## src/rtl/step_pulse_gen.sv

```systemverilog
// step_pulse_gen
//   Step-pulse stimulus source for the step tracker. A 32-bit phase
//   accumulator adds `rate` every enabled cycle. When the sum crosses CLK_HZ
//   it emits a registered one-cycle pulse, so exactly `rate` pulses occur per
//   CLK_HZ enabled cycles. A seconds divider advances sec_count, which in
//   hybrid mode indexes a scripted rate profile that stops after 144 s.
//
// Ports
//   CLK        system clock
//   reset      synchronous, active-high reset
//   en         run enable; low freezes accumulator, divider and seconds
//   mode[1:0]  0 walk, 1 jog, 2 run, 3 hybrid profile
//   pulse      one-cycle step pulse
//   rate[7:0]  steps/s currently generated (combinational)
//   sec_count  whole seconds in current mode, saturating at 255
//   done       hybrid profile finished (sticky until restart/reset)
//
// Optional (`define STEP_PULSE_COUNT_EN)
//   pulse_total[31:0]  wrapping count of emitted pulses
//   burst              rate >= 64 (tracker high-activity threshold)
module step_pulse_gen #(
  parameter int unsigned CLK_HZ    = 100000000,
  parameter int unsigned WALK_RATE = 32,
  parameter int unsigned JOG_RATE  = 64,
  parameter int unsigned RUN_RATE  = 128
) (
  input  logic       CLK,
  input  logic       reset,
  input  logic       en,
  input  logic [1:0] mode,
  output logic       pulse,
  output logic [7:0] rate,
  output logic [7:0] sec_count,
`ifdef STEP_PULSE_COUNT_EN
  output logic [31:0] pulse_total,
  output logic        burst,
`endif
  output logic       done
);

  localparam logic [31:0] HZ    = 32'(CLK_HZ);
  localparam logic [31:0] HZ_M1 = 32'(CLK_HZ - 1);
  localparam logic [7:0]  PROFILE_END = 8'd144;

  logic [31:0] acc_q, acc_d;
  logic [31:0] sec_div_q, sec_div_d;
  logic [7:0]  sec_count_q, sec_count_d;
  logic [1:0]  mode_q, mode_d;
  logic        done_q, done_d;
  logic        pulse_q, pulse_d;
  logic [32:0] sum;
`ifdef STEP_PULSE_COUNT_EN
  logic [31:0] pulse_total_q, pulse_total_d;
`endif

  // Rate selection; the hybrid profile is indexed by the elapsed second.
  always_comb begin
    rate = 8'd0;
    case (mode_q)
      2'd0: rate = 8'(WALK_RATE);
      2'd1: rate = 8'(JOG_RATE);
      2'd2: rate = 8'(RUN_RATE);
      default: begin
        case (sec_count_q)
          8'd0: rate = 8'd20;
          8'd1: rate = 8'd33;
          8'd2: rate = 8'd66;
          8'd3: rate = 8'd27;
          8'd4: rate = 8'd70;
          8'd5: rate = 8'd30;
          8'd6: rate = 8'd19;
          8'd7: rate = 8'd30;
          8'd8: rate = 8'd33;
          default: begin
            if (sec_count_q <= 8'd72)       rate = 8'd69;
            else if (sec_count_q <= 8'd78)  rate = 8'd34;
            else if (sec_count_q <= 8'd143) rate = 8'd124;
            else                            rate = 8'd0;
          end
        endcase
      end
    endcase
  end

  always_comb begin
    acc_d       = acc_q;
    sec_div_d   = sec_div_q;
    sec_count_d = sec_count_q;
    mode_d      = mode_q;
    done_d      = done_q;
    pulse_d     = 1'b0;
    sum         = {1'b0, acc_q} + {25'd0, rate};
    if (mode != mode_q) begin
      // Restart wins over the normal step and ignores en.
      mode_d      = mode;
      acc_d       = '0;
      sec_div_d   = '0;
      sec_count_d = '0;
      done_d      = 1'b0;
    end else if (en) begin
      if (sum >= {1'b0, HZ}) begin
        pulse_d = 1'b1;
        acc_d   = 32'(sum - {1'b0, HZ});
      end else begin
        acc_d   = sum[31:0];
      end
      // The boundary cycle above still used the old rate; the new second's
      // rate is picked up from the updated sec_count on the next cycle.
      if (sec_div_q == HZ_M1) begin
        sec_div_d = '0;
        if (sec_count_q != 8'hFF) sec_count_d = sec_count_q + 8'd1;
      end else begin
        sec_div_d = sec_div_q + 32'd1;
      end
      if (mode_q == 2'd3 && sec_count_d >= PROFILE_END) done_d = 1'b1;
    end
  end

`ifdef STEP_PULSE_COUNT_EN
  // Counts alongside pulse so the total matches the pulses already seen.
  always_comb begin
    pulse_total_d = pulse_total_q + {31'd0, pulse_d};
    if (mode != mode_q) pulse_total_d = '0;
  end
`endif

  always_ff @(posedge CLK) begin
    if (reset) begin
      acc_q         <= '0;
      sec_div_q     <= '0;
      sec_count_q   <= '0;
      mode_q        <= mode;
      done_q        <= 1'b0;
      pulse_q       <= 1'b0;
`ifdef STEP_PULSE_COUNT_EN
      pulse_total_q <= '0;
`endif
    end else begin
      acc_q         <= acc_d;
      sec_div_q     <= sec_div_d;
      sec_count_q   <= sec_count_d;
      mode_q        <= mode_d;
      done_q        <= done_d;
      pulse_q       <= pulse_d;
`ifdef STEP_PULSE_COUNT_EN
      pulse_total_q <= pulse_total_d;
`endif
    end
  end

  assign pulse     = pulse_q;
  assign sec_count = sec_count_q;
  assign done      = done_q;
`ifdef STEP_PULSE_COUNT_EN
  assign pulse_total = pulse_total_q;
  assign burst       = (rate >= 8'd64);
`endif

endmodule
```

## config.mk

```make
export PLATFORM = sky130hd
export DESIGN_NAME = step_pulse_gen
export DESIGN_NICKNAME = d
export VERILOG_FILES = /design/src/rtl/step_pulse_gen.sv
export SDC_FILE = /design/constraint.sdc
export NUM_CORES = 1
export LEC_CHECK = 0
export CORE_MARGIN = 5
export CORE_UTILIZATION = 50
export DETAILED_ROUTE_END_ITERATION = 10
export GPL_ROUTABILITY_DRIVEN = 0
export PLACE_DENSITY_LB_ADDON = 0.25
export SYNTH_ARGS = -nofsm -noshare
export SYNTH_HDL_FRONTEND = slang
export SYNTH_SLANG_ARGS = --single-unit
```

## constraint.sdc

```tcl
create_clock -name CLK -period 6.4 [get_ports CLK]
set_clock_uncertainty 0.1 [all_clocks]
set_input_delay 1.28 -clock CLK [delete_from_list [all_inputs] [get_ports CLK]]
set_output_delay 1.28 -clock CLK [all_outputs]
set_load 0.03 [all_outputs]
```

Word level (Yosys, flattened, before mapping)
Cells that the tools add are included.

$add $sub $neg: 4. Magnitude comparators: 5. Equality and inequality tests: 14. Muxes and demuxes: 14. Bitwise logic cells: 1. Reductions and logical operators: 9.

Operators with widths (number): $mux W32 (2); $pmux W7 S7 (1); $add A32 B8 Y33 (1); $ge A33 B27 Y1 const B (1); $add A32 B1 Y32 const B (1); $eq A32 B27 Y1 const B (1); $eq A8 B3 Y1 const B (4); $mux W8 (4); $sub A32 B27 Y32 const B (1); $pmux W8 S3 (1); $mux W7 (3); $eq A8 B2 Y1 const B (2); $le A8 B7 Y1 const B (2); $add A8 B1 Y8 const B (1); $eq A8 B1 Y1 const B (1); $eq A8 B4 Y1 const B (1); $ge A8 B8 Y1 const B (1); $le A8 B8 Y1 const B (1); $logic_not A8 Y1 (1); $ne A8 B8 Y1 const B (1); $reduce_or A2 Y1 (3); $eq A2 B2 Y1 const B (2); $mux W2 (2); $reduce_or A3 Y1 (1); 8 further kinds (8).

Bits in registers: 76. Input port bits: 5. Output and inout bits: 18. Logic and storage cells: 53.

Logic depth before layout (Yosys ltp)
Depth in word-level cells: 9. Mapped depth: 28. Mapped depth without buffers: 27.

Worst setup path after synthesis
OpenSTA, ideal clock, no wires.

Path kind: reg2reg. From: register sec_count_q[5], in the netlist sec_count[5]. To: register acc_q[11]. Library setup time: 0.079 ns. Arrival: 6.334 ns. Data required time: 6.221 ns. Path slack: -0.114 ns. Stages on the path, launching flop included: 26. Path buffers: 3. Period minus slack after synthesis: 6.514 ns. Cells stage by stage: dfxtp_1 clkbuf_1 or3_1 or3_1 clkbuf_1 a21oi_1 nor2_1 a211oi_1 ha_1 a21o_1 a21oi_2 a21oi_1 o21ai_0 xor2_1 ha_1 nand2_1 or4_1 a211oi_1 and4b_1 nand4_1 a21o_4 and2_1 buf_6 nor3_4 mux2_4 a211oi_2.

Cells in the longest elaborated chain, start to end: 9. Elaborated cells on any way between the ends: 23. Classes of those cells: add/sub: 2; order compare: 4; eq/ne: 8; mux: 6; reduce/logical: 3.

Ends and longest elaborated chain: start: declaration (RTL line 47) `logic [7:0] sec_count_q, sec_count_d;`; start signal: assignment (RTL line 141) `sec_count_q <= sec_count_d;`; $le A8 B8 Y1 (RTL line 77) `else if (sec_count_q <= 8'd143) rate = 8'd124;`; $mux W7 (RTL line 77); $mux W7 (RTL line 76) `else if (sec_count_q <= 8'd78) rate = 8'd34;`; $mux W7 (RTL line 75) `if (sec_count_q <= 8'd72) rate = 8'd69;`; $pmux W7 S7 (*) (RTL line 64) `case (sec_count_q)`; $pmux W8 S3 (*) (RTL line 59) `case (mode_q)`; net rate[3] (RTL line 32) `output logic [7:0] rate,`; $add A32 B8 Y33 (*) (RTL line 92) `sum = {1'b0, acc_q} + {25'd0, rate};`; $sub A32 B27 Y32 / $ge A33 B27 Y1 (equally long branches) (RTL line 103, 101); $mux W32 (*) (RTL line 101) `if (sum >= {1'b0, HZ}) begin`; end signal: assignment (RTL line 129) `acc_q <= '0;`; end signal: assignment (RTL line 139) `acc_q <= acc_d;`; end: declaration (RTL line 45) `logic [31:0] acc_q, acc_d;`.

The timed path passes the listed nets; every way through them passes the cells marked *. A chain may end at the register's enable or synchronous reset.

Worst setup path in the final report
From: register sec_count_q[6], in the netlist sec_count[6]. To: register acc_q[11].

Cells in the longest elaborated chain, start to end: 9. Elaborated cells on any way between the ends: 23. Classes of those cells: add/sub: 2; order compare: 4; eq/ne: 8; mux: 6; reduce/logical: 3.

Ends and longest elaborated chain (RTL line): $le A8 B8 Y1 (77); $mux W7 (77); $mux W7 (76); $mux W7 (75); $pmux W7 S7 (*) (64); $pmux W8 S3 (*) (59); $add A32 B8 Y33 (*) (92); $sub A32 B27 Y32 / $ge A33 B27 Y1 (equally long branches) (103, 101); $mux W32 (*) (101).

Every way passes the cells marked *; elsewhere a longest branch is shown, timed or not.

==> impl_metrics.json <==
{
  "grt.overflow.total": 0,
  "cts_buffer_depth": 2,
  "via_per_inst": 6.03,
  "postRouteAntennaNets": 0,
  "seq_area_frac_synth_pct": 28.5,
  "root_buffer": "clkbuf_8",
  "yosysWarnings": 0,
  "dr.pass1.iters": 7,
  "cp.required_ns": 6.62,
  "synth_seq_cells": 76,
  "period_needed_ns": 6.11,
  "insertion_delay_ns": 0.39,
  "ys_types": 80,
  "netlist_area_um2": 5410,
  "design_area_um2": 5920,
  "outcome": "finished clean",
  "cts_tree": "yes",
  "synth_top_area_share_pct": 27.4,
  "cts_sinks": 76,
  "h-tree-depth": 3,
  "fin_nets": 705,
  "die-height_um": 114,
  "postSynthNetCount": 699,
  "grt_max_degree": 44,
  "maxCapViolCount": 0,
  "hold_violations": 0,
  "num_antenna_cells": 0,
  "fin_ws_ns": 0.286,
  "ir_worst_vdd_mv": 0.140,
  "grt_pass1_vias": 4864,
  "die_area_um2": 13000,
  "core_um2": 10700,
  "pre_cts_ws_ns": 0.299,
  "dr_total_vias": 4999,
  "power_leakage_uw": 0.00201,
  "p_per_area_nw_per_um2": 156,
  "die_w_um": 114,
  "cts_inserted_buffers": 9,
  "portBuffers": 22,
  "syn_avg_cell_area_um2": 7.98,
  "slew_headroom_pct": 22.2,
  "wl_per_cell_um": 16.4,
  "gr-usage-all-layers_pct": 21.7,
  "crit_arrival_ns": 6.33,
  "drt_iter0_drc": 399,
  "worstSetupPathType": "reg -> reg",
  "synth-edff-count": 2,
  "final-max-slew-violation-count": 0,
  "setup_viol_count_final": 0,
  "drive_above_1_share_pct": 8.13,
  "yosysMostFrequentCell": "nor2_1",
  "yosys-top-cells-count": "nor2_1, dfxtp_1, nand2_1",
  "min_path_cells": 2,
  "async_flop_share_pct": 0,
  "io_pins": 23,
  "critPathCaptureType": "flop",
  "total_power_uw": 921,
  "yosysTopAreaCell": "dfxtp_1",
  "worstPathMaxFanout": 15,
  "synth_cells": 678,
  "antenna_found_initial": 0,
  "hp-class": "reg -> reg",
  "r2r_cells": 25,
  "dp_hpwl_um": 9750,
  "drc_errors": 0,
  "max_freq_mhz": 164,
  "fin_crit_sh_pct": 95.5,
  "postCtsSetupBuffers": 0,
  "start_util_pct": 50.4,
  "dominantRegCellSynth": "dfxtp_1",
  "synth.area.top_cells": "dfxtp_1, xor2_1, nor2_1, xnor2_1, nand2_1",
  "cp-start-kind": "flop",
  "placed_cell_area_um2": 5700,
  "core.rowCount": 38,
  "grt_first_pass_wirelength_um": 23200,
  "tightestPinTransition_ns": 1.16,
  "clk_pin_slew_ns": 0.10,
  "drt_wl_total_um": 13600,
  "syn_to_final_growth_pct": 9.29
}
[final timing paths]
check        slack, ns            to         start
min               0.39  sec_div_q[1]  sec_div_q[1]
max reg2reg       0.29     acc_q[11]  sec_count[6]
max               0.29     acc_q[11]  sec_count[6]
min reg2reg       0.39  sec_div_q[1]  sec_div_q[1]
[power by group]
| group | internal [uW] | switching, uW |
|---|---|---|
| Combinational | 21.4 | 48.3 |
| Sequential | 477 | 2.69 |
| Clock | 151 | 220 |
| Total | 649 | 271 |
[placed cells by master, fill, tap and decap left out, types with 10 or more instances in the layout]
| master | instances |
|---|---|
| nor3_1 | 10 |
| nor2_1 | 84 |
| a21oi_1 | 36 |
| nand4_1 | 20 |
| inv_1 | 19 |
| ha_1 | 15 |
| xor2_1 | 40 |
| dfxtp_1 | 73 |
| nand3_1 | 24 |
| mux2i_1 | 19 |
| clkdlybuf4s50_1 | 21 |
| nand2_1 | 61 |
| o21ai_0 | 29 |
| nand2b_1 | 13 |
| xnor2_1 | 31 |
[state kept, by name, summed over array words and instances (netlist names)]
register and count:
acc_q 32, pulse 1, sec_div_q 32, sec_count 8, mode_q 2, done 1
[routing by layer]
metal / share of wire [%] / GRT usage [%]
met1: 44 / 26.5
met2: 50 / 37.9
met3: 4.4 / 5.15
met4: 1.6 / 6.81
met5: 0 / 0
[critical path, cell delays in order, from the launching register on]
cell,delay (ns)
dfxtp_1,0.43
or3_1,0.42
or3_1,0.42
a21oi_1,0.21
nor2_2,0.10
o311a_1,0.38
ha_1,0.20
inv_1,0.07
fa_1,0.20
nand2b_1,0.13
a21o_1,0.18
a21o_2,0.22
nand2_1,0.12
xnor2_1,0.22
inv_1,0.09
ha_1,0.15
nand2_1,0.05
or4_1,0.48
a211oi_1,0.23
and4b_1,0.22
nand4_1,0.13
a21o_4,0.31
and2_2,0.29
nor3_4,0.16
mux2_4,0.32
a211oi_2,0.21
[cell type report]
type,count,area [um^2]
clock buffers,9,124
multi-input cells,551,3690
fillers,1053,4830
inverters,20,75.1
clock inverters,7,65.1
repair buffers,26,245
well taps,140,175
flip-flops and latches,76,1540
[repair_timing]
action / 4_1_cts / 5_1_grt
hold buffers: 0 / 0
endpoints found under the setup margin: 0 / 11
resized for setup: 0 / 8
[through the flow]
step | TNS (ns) | cells | hold WS (ns) | util (%)
after detailed placement | 0 | 813 | 0.365 | 53.1
after CTS | 0 | 829 | 0.387 | 54.8
final | 0 | 829 | 0.387 | 55.1
after floorplan | 0 | 678 | 0.349 | -
after global routing | -0.0111 | 829 | 0.423 | 55.1
after global placement | 0 | 813 | 0.352 | 53.1
[kinds of logic (layout without fill, tap and decap cells)]
family,Yosys count,in the layout,share of synthesized area [%]
multiplexers,20,20,3.79
AO/OA/AOI/OAI,158,158,21.8
AND/OR/NAND/NOR,286,286,26.6
buffers and inverters,51,62,3.98
XOR/XNOR,71,71,11.5
adder cells (fa/ha/maj),16,16,3.84
flip-flops,76,76,28.5
Note: power is estimated with default switching activity, not from simulation.
